**config.mk**
```make
export PLATFORM = sky130hd
export DESIGN_NAME = std_tpram_wbuf
export DESIGN_NICKNAME = d
export VERILOG_FILES = /design/src/rtl/std_tpram_wbuf.sv
export SDC_FILE = /design/constraint.sdc
export NUM_CORES = 1
export LEC_CHECK = 0
export CAP_MARGIN = 30
export CORE_AREA = 5 5 361 505
export DETAILED_ROUTE_END_ITERATION = 10
export DIE_AREA = 0 0 366 510
export SYNTH_ARGS = -nofsm -noshare
export SYNTH_HDL_FRONTEND = slang
export SYNTH_SLANG_ARGS = --single-unit
```
**constraint.sdc**
```tcl
create_clock -name i_clk -period 4.9 [get_ports i_clk]
set_clock_uncertainty 0.1 [all_clocks]
set_input_delay 0.735 -clock i_clk [delete_from_list [all_inputs] [get_ports i_clk]]
set_output_delay 0.735 -clock i_clk [all_outputs]
set_load 0.05 [all_outputs]
```
**src/rtl/std_tpram_wbuf.sv**
```systemverilog
// std_tpram_wbuf
//   Pseudo two-port RAM (1R + 1W, one clock) on a single-port array.
//   Reads always own the array. A write that collides with a read, or that
//   arrives while older writes are still pending, is parked in an in-order
//   circular write buffer. The buffer drains one entry per read-free cycle.
//
//   Optional feature macro: TPRAM_WBUF_FWD_EN
//     defined   : reads are compared against every valid buffer entry and
//                 the newest matching entry's data is returned.
//     undefined : no comparators are built. rdata always comes from the
//                 array, so a pending buffered write reads back stale.
//
// Ports
//   i_clk       clock, rising edge
//   i_rst_n     synchronous active-low reset
//   i_rceb      read enable, active-low
//   i_raddr     read address
//   o_rdata     registered read data (1-cycle latency, holds when idle)
//   i_wceb      write enable, active-low
//   i_waddr     write address
//   i_wdata     write data
//   o_wrdy      write accepted this cycle when high (combinational)
//   o_wbuf_cnt  number of buffered writes pending
//   o_busy      o_wbuf_cnt != 0
module std_tpram_wbuf #(
  parameter int DW         = 32,
  parameter int AW         = 5,
  parameter int WBUF_DEPTH = 2
) (
  input  logic                          i_clk,
  input  logic                          i_rst_n,
  input  logic                          i_rceb,
  input  logic [AW-1:0]                 i_raddr,
  output logic [DW-1:0]                 o_rdata,
  input  logic                          i_wceb,
  input  logic [AW-1:0]                 i_waddr,
  input  logic [DW-1:0]                 i_wdata,
  output logic                          o_wrdy,
  output logic [$clog2(WBUF_DEPTH):0]   o_wbuf_cnt,
  output logic                          o_busy
);
  localparam int PW = $clog2(WBUF_DEPTH);
  localparam int CW = PW + 1;

  logic [DW-1:0] r_mem [2**AW];

  logic [AW-1:0] r_bad  [WBUF_DEPTH];
  logic [DW-1:0] r_bdat [WBUF_DEPTH];
  logic [PW-1:0] r_head, r_tail;
  logic [CW-1:0] r_cnt;
  logic [DW-1:0] r_rdata;

  logic          w_rd, w_nempty, w_full, w_wacc;
  logic          w_push, w_pop, w_direct;
  logic          w_fwd_hit;
  logic [DW-1:0] w_fwd_dat;

  assign w_rd     = ~i_rceb;
  assign w_nempty = (r_cnt != '0);
  assign w_full   = (r_cnt == CW'(WBUF_DEPTH));
  // A full buffer still accepts on a read-free cycle: the head pops that cycle.
  assign o_wrdy   = ~w_full | i_rceb;
  assign w_wacc   = ~i_wceb & o_wrdy;

  // Anything pending forces new writes through the buffer to keep order.
  assign w_pop    = ~w_rd & w_nempty;
  assign w_push   = w_wacc & (w_rd | w_nempty);
  assign w_direct = w_wacc & ~w_rd & ~w_nempty;

`ifdef TPRAM_WBUF_FWD_EN
  // Scan oldest to newest; later hits override so the newest match wins.
  always_comb begin
    w_fwd_hit = 1'b0;
    w_fwd_dat = '0;
    for (int k = 0; k < WBUF_DEPTH; k++) begin
      if ((CW'(k) < r_cnt) && (r_bad[r_head + PW'(k)] == i_raddr)) begin
        w_fwd_hit = 1'b1;
        w_fwd_dat = r_bdat[r_head + PW'(k)];
      end
    end
  end
`else
  assign w_fwd_hit = 1'b0;
  assign w_fwd_dat = '0;
`endif

  // Array: read-before-write falls out of the non-blocking update.
  // Writes are suppressed during reset, including a drain on the reset edge.
  always_ff @(posedge i_clk) begin
    if (i_rst_n) begin
      if (w_pop)         r_mem[r_bad[r_head]] <= r_bdat[r_head];
      else if (w_direct) r_mem[i_waddr]       <= i_wdata;
    end
  end

  always_ff @(posedge i_clk) begin
    if (!i_rst_n) begin
      r_head  <= '0;
      r_tail  <= '0;
      r_cnt   <= '0;
      r_rdata <= '0;
    end else begin
      if (w_rd) r_rdata <= w_fwd_hit ? w_fwd_dat : r_mem[i_raddr];
      if (w_push) begin
        r_bad[r_tail]  <= i_waddr;
        r_bdat[r_tail] <= i_wdata;
        r_tail         <= r_tail + 1'b1;
      end
      if (w_pop) r_head <= r_head + 1'b1;
      case ({w_push, w_pop})
        2'b10:   r_cnt <= r_cnt + 1'b1;
        2'b01:   r_cnt <= r_cnt - 1'b1;
        default: r_cnt <= r_cnt;
      endcase
    end
  end

  assign o_rdata    = r_rdata;
  assign o_wbuf_cnt = r_cnt;
  assign o_busy     = w_nempty;
endmodule
```
==> metrics.txt, run 1 <==
first-pass GRT wire length 147.6 mm; Worst-Skew Late Latency 0.68 ns; Slew headroom 0.3481; via-per-instance ratio 4.446; core area 177000 um^2; DRT Pass-1 Iters 8; Fin. Hold Viols 0; Ys Warns 0; DRC 0; Crit Path Category input pin to flop; Worst VDD drop 0.0002534 V; setup TNS 0 ns; number of buffers inserted by port buffering 81; Mean Syn Cell Area 20.23 um^2; die width 366 um; DP HPWL 62.95 mm; clock network power share 0.363; Post-Syn Nets 2222; Crit. End Element flop; Reg clk slew, reported paths 0.06 ns; f_max 280.1 MHz; Clock Root Buffer clkbuf_16; type of origin of the critical path input pin; worst hold slack 0.4226 ns; switch share 0.2420; Net Switching 5.534 mW; Pwr Density 439.4 nW/um^2; Starting Density 0.2486; Vert. Die Dim 510 um; hold_sp r_head; drt wl/cell 21.24 um; cts hold-fix bufs 0; post-synthesis cell type count 39; clock sinks 1135; GPL Wtd Cong 0.7407; synthesized area 44000 um^2; Post-synth EDFFs 1098; max-slew violations 0; Post-DRT Antenna Nets 0; area leader, netlist edfxtp_1; post_cts resized 0; status finished, final reports clean; Worst Path Arrival 3.80 ns; register bit total from synthesis 1135; vias 21120; vias in the first global route 21600; Post-Place Cells 4537; CTS tree built; crit-path max FO 64; Slew @ Worst Pin 0.9779 ns; layout cells sized above 1 0.2346; RSZ-0062 raised after global routing no; Total GRT Usage 0.1056; R2R Path Start o_wbuf_cnt[0]; static leakage 16.27 nW; Final Critical Period 3.571 ns; asr flop ratio synth 0; Critical Path Source i_rst_n; final setup fails 0; final core area utilization 0.2940; Starting DRT DRC Count 1865; Bufs on Longest Clock Path 3; Area contributors post-synth edfxtp_1, mux4_2, mux2i_1; Critical Path RT 5.13 ns; top-area cell type share of the netlist area 0.7493; GRT overflow 0; total CTS buffers 103; Logic pwr share 0.121; largest net degree at the start of global routing 94; htree depth 3; Layout area overhead 18.26%; Die ar. 186700 um^2; most frequent cells in the layout edfxtp_1, mux2i_1, mux4_2, clkbuf_16, nand2_1; setup bufs post-CTS 0; post-synthesis cell count 2175; Final Instance Area 52040 um^2; Hold Path Class flop to flop; commonest non-fill, non-tap cell in the layout edfxtp_1; initial antenna violation count 21; Final Net Count 2382; Top Ports 82; Final period util 0.7287; internal power 17.33 mW; Synth Flop Type edfxtp_1; Placement Rows 183; Flop pwr share 0.516; sequential area share after synthesis 0.7661; placed cell areas 48430 um^2; Non-Filler Instances 4751; max capacitance violation total 0; WL final 100.9 mm
[metal layers]
layer,vias up,wire [um],share of wire,GRT usage
li1,9318,-,-,-
met1,11090,43540,0.43,0.1408
met2,589,49170,0.49,0.1764
met3,117,6376,0.063,0.02231
met4,10,1766,0.017,0.02753
met5,-,69,0.00068,0
[cell usage after synthesis, types with 2 or more instances]
cell type  instances
edfxtp_1        1098
mux2i_1          227
mux4_2           192
nand2_1          100
buf_2             49
nor2_1            42
clkbuf_1          40
inv_1             39
dfxtp_1           37
a21oi_1           36
mux2_2            35
o21ai_0           34
a221oi_1          32
a22o_1            32
a22oi_1           32
a32oi_1           32
nand3_1           32
buf_6             14
a31oi_1           10
buf_4             10
nor3_1             8
buf_1              7
nor4_1             6
nor2b_1            4
o32ai_1            4
xnor2_1            4
and2_1             3
nand2b_1           3
nor4b_1            2
o21bai_1           2
[critical path: stages]
cell and delay, ns:
clkdlybuf4s50_1 0.59, nand4bb_1 0.63, nor2_4 0.35, buf_4 0.69
nand2_1 0.22, o21ai_4 0.39
[cell type report]
| class | count | area (um^2) |
|---|---|---|
| Clock inverter | 67 | 719.4 |
| Timing Repair Buffer | 175 | 1785 |
| Fill cell | 17020 | 125000 |
| Sequential cell | 1135 | 33710 |
| Multi-Input combinational cell | 880 | 9936 |
| Antenna cell | 14 | 35.03 |
| Clock buffer | 128 | 2806 |
| Inverter | 40 | 150.1 |
| Tap cell | 2312 | 2893 |
[cells by family (layout without fill, tap and decap cells)]
| logic type | count (synthesis) | after routing | share of synthesized area |
|---|---|---|---|
| adder cells (fa/ha/maj) | 1 | 1 | 0.0002843 |
| multiplexers | 454 | 454 | 0.1589 |
| other | 0 | 14 | 0 |
| buffers and inverters | 160 | 410 | 0.01828 |
| XOR/XNOR | 5 | 5 | 0.0009951 |
| AND/OR/NAND/NOR | 205 | 205 | 0.02019 |
| flip-flops | 1135 | 1135 | 0.7661 |
| AO/OA/AOI/OAI | 215 | 215 | 0.03526 |
[state kept, by name, indices dropped and copies added (netlist names), named ones only]
name,count
r_bad,10
r_head,1
r_bdat,64
r_mem,1024
r_tail,1
o_rdata,32
o_wbuf_cnt,2
[power by group through the flow]
stage | clock [mW] | combinational [mW] | sequential, mW
floorplan | 0 | 1.38 | 12.2
global placement | 0 | 2.55 | 12.0
detailed placement | 0 | 2.78 | 12.0
CTS | 8.48 | 2.79 | 11.8
global route | 8.92 | 2.99 | 11.8
finish | 8.29 | 2.77 | 11.8
[path summary, 6_finish.rpt]
kind	to	slack (ns)	cells after the start
max	r_mem[29][13]	1.33	6
min reg2reg	r_head	0.42	2
max reg2reg	r_mem[29][13]	1.49	5
min	r_head	0.42	2
[through the flow]
| step | power [mW] | setup WS, ns |
|---|---|---|
| floorplan | 13.55 | 0.4284 |
| global placement | 14.59 | 0.7402 |
| detailed placement | 14.80 | 0.6698 |
| CTS | 23.08 | 1.402 |
| global route | 23.73 | 1.179 |
| finish | 22.87 | 1.329 |
(Power assumes the default switching activity.)
==> inputs of run 2 (changes only) <==
clock period = 3.3 ns   (was 4.9 ns; I/O delays follow)
==> run 2 against run 1 <==
Effect of this change:
- power up 47%
- clock-buffer cell count is 3 higher
- die area is the same
- setup slack worse by 0.89 ns
- combinational power up 61%
- utilization rose by 0.47 points
- global-route usage rose by 0.83 points
- cell count rose by 1.1%
- design area increased by 1.6%
- critical endpoint is now o_busy
==> metrics.txt, run 2 (synthesized netlist as in run 1, its figures left out) <==
status finished, final reports clean; Starting Density 0.2486; R2R depth 6; clock sinks 1135; Hold Path Class input pin to flop; vias in the first global route 22120; Crit Path Category flop to output pin; Critical Path RT 2.70 ns; DRC 0; Worst VDD drop 0.0003718 V; RSZ-0062 raised after global routing no; reg2reg setup slack 0.46 ns; core area 177000 um^2; Critical Path Source o_wbuf_cnt[0]; max reg flops 1024; worst hold path depth 1; Die ar. 186700 um^2; slack of the critical path 0.4372 ns; R2R Path Start o_wbuf_cnt[0]; dpl ws -0.008007 ns; DP HPWL 68.96 mm; first-pass GRT wire length 157.2 mm; CP cell instances or2_2 -> clkdlybuf4s50_1; Pwr Density 635.0 nW/um^2; setup bufs post-CTS 0; total CTS buffers 98; GRT overflow 0; Reg clk slew, reported paths 0.07 ns; Bufs on Longest Clock Path 3; max capacitance violation total 0; Top Ports 82; Pwr Total 33.57 mW; Final period util 0.8675; CP max stage delay 0.81 ns; hold endpoint r_bdat[0][28]; Slew headroom 0.3995; most frequent cells in the layout edfxtp_1, mux2i_1, mux4_2, nand2_1, clkbuf_16; GR Util met1 0.1427; met2 Use GR 0.2019; Placement Rows 183; crit-path max FO 8; vias 21470; via-per-instance ratio 4.472; Reg2Reg Capture Point r_mem[24][10]; max-slew violations 0; Vert. Die Dim 510 um; drt wl/cell 22.60 um; WL final 108.5 mm; Slew @ Worst Pin 0.8998 ns; type of origin of the critical path flop; grt met3 use 0.02314; htree depth 3; die width 366 um; Fin. Hold Viols 0; Layout area overhead 20.14%; layout cells sized above 1 0.2455; Final Net Count 2441; Worst-Skew Late Latency 0.68 ns; grt peak-use layer met2; hold_sp i_wdata[28]; Starting DRT DRC Count 1718; Total GRT Usage 0.1139; CP max stage cell clkdlybuf4s50_1; static leakage 16.60 nW; commonest non-fill, non-tap cell in the layout edfxtp_1; Clock Root Buffer clkbuf_16; GPL Wtd Cong 0.7760; Crit. End Element output pin; Worst Path Arrival 2.27 ns; Post-DRT Antenna Nets 0; number of buffers inserted by port buffering 81; final setup fails 0; CTS tree built; cts hold-fix bufs 0; DRT Pass-1 Iters 5; f_max 349.3 MHz; largest net degree at the start of global routing 48; register name with the most flops r_mem; initial antenna violation count 21; post_cts resized 0; Final Critical Period 2.863 ns
-- run 2: changes by cell type in the layout (fill, tap and decap cells not counted), moves of 2 or more --
| cell | delta |
|---|---|
| buf_12 | +60 |
| buf_4 | +12 |
| clkbuf_1 | +12 |
| clkinv_2 | -10 |
| buf_8 | -9 |
| clkbuf_16 | -7 |
| clkinvlp_4 | -5 |
| bufinv_16 | -4 |
| clkinv_8 | +3 |
| inv_6 | -3 |
| buf_6 | +2 |
| clkbuf_8 | -2 |
| clkinv_4 | +2 |
| inv_8 | +2 |
-- run 2: power by group --
part	leakage [nW]	internal, mW	total, mW	switching [mW]
logic	4.84	1.43	4.45	3.01
clock network	1.56	6.47	11.6	5.12
registers	10.2	17.3	17.5	0.197
total	16.6	25.2	33.6	8.33
-- run 2: how the worst max path moves through the flow --
stage	to	slack, ns
2_1_floorplan	r_bad[0][0]	-0.93
3_3_place_gp	r_mem[0][10]	-0.16
3_5_place_dp	r_mem[7][13]	-0.008
4_1_cts	o_busy	0.37
5_1_grt	o_busy	0.34
6_report	o_busy	0.44
-- run 2: stage by stage --
stage | TNS, ns | cells | utilization | area (um^2) | hold WS (ns)
5_1_grt | 0 | 4790 | 0.2985 | 52830 | 0.3135
2_1_floorplan | -68.94 | 2175 | - | 44080 | 0.3811
3_5_place_dp | -0.1134 | 4604 | 0.2801 | 49580 | 0.4042
4_1_cts | 0 | 4787 | 0.2983 | 52800 | 0.2736
3_3_place_gp | -25.01 | 4594 | 0.2793 | 49440 | 0.4004
6_report | 0 | 4802 | 0.2987 | 52860 | 0.3349
-- run 2: critical path, delay by kind of cell (launching register included) --
family / cells / cell delay, ns
DFF: 1 / 0.56
buffers and inverters: 1 / 0.81
and+or+nand+nor: 1 / 0.22
-- run 2: cell type report --
| type | count | area [um^2] |
|---|---|---|
| Clock buffer | 131 | 2649 |
| Fill cell | 17020 | 124100 |
| Clock inverter | 52 | 574.3 |
| Tap cell | 2312 | 2893 |
| Timing Repair Buffer | 239 | 2937 |
| Sequential cell | 1135 | 33710 |
| Inverter | 40 | 150.1 |
| Multi-Input combinational cell | 880 | 9916 |
| Antenna cell | 13 | 32.53 |
-- run 2: layer usage --
| metal | vias up | share of wire |
|---|---|---|
| met5 | - | 0.00076 |
| met4 | 14 | 0.019 |
| met3 | 123 | 0.058 |
| met2 | 602 | 0.51 |
| met1 | 11310 | 0.41 |
| li1 | 9422 | - |
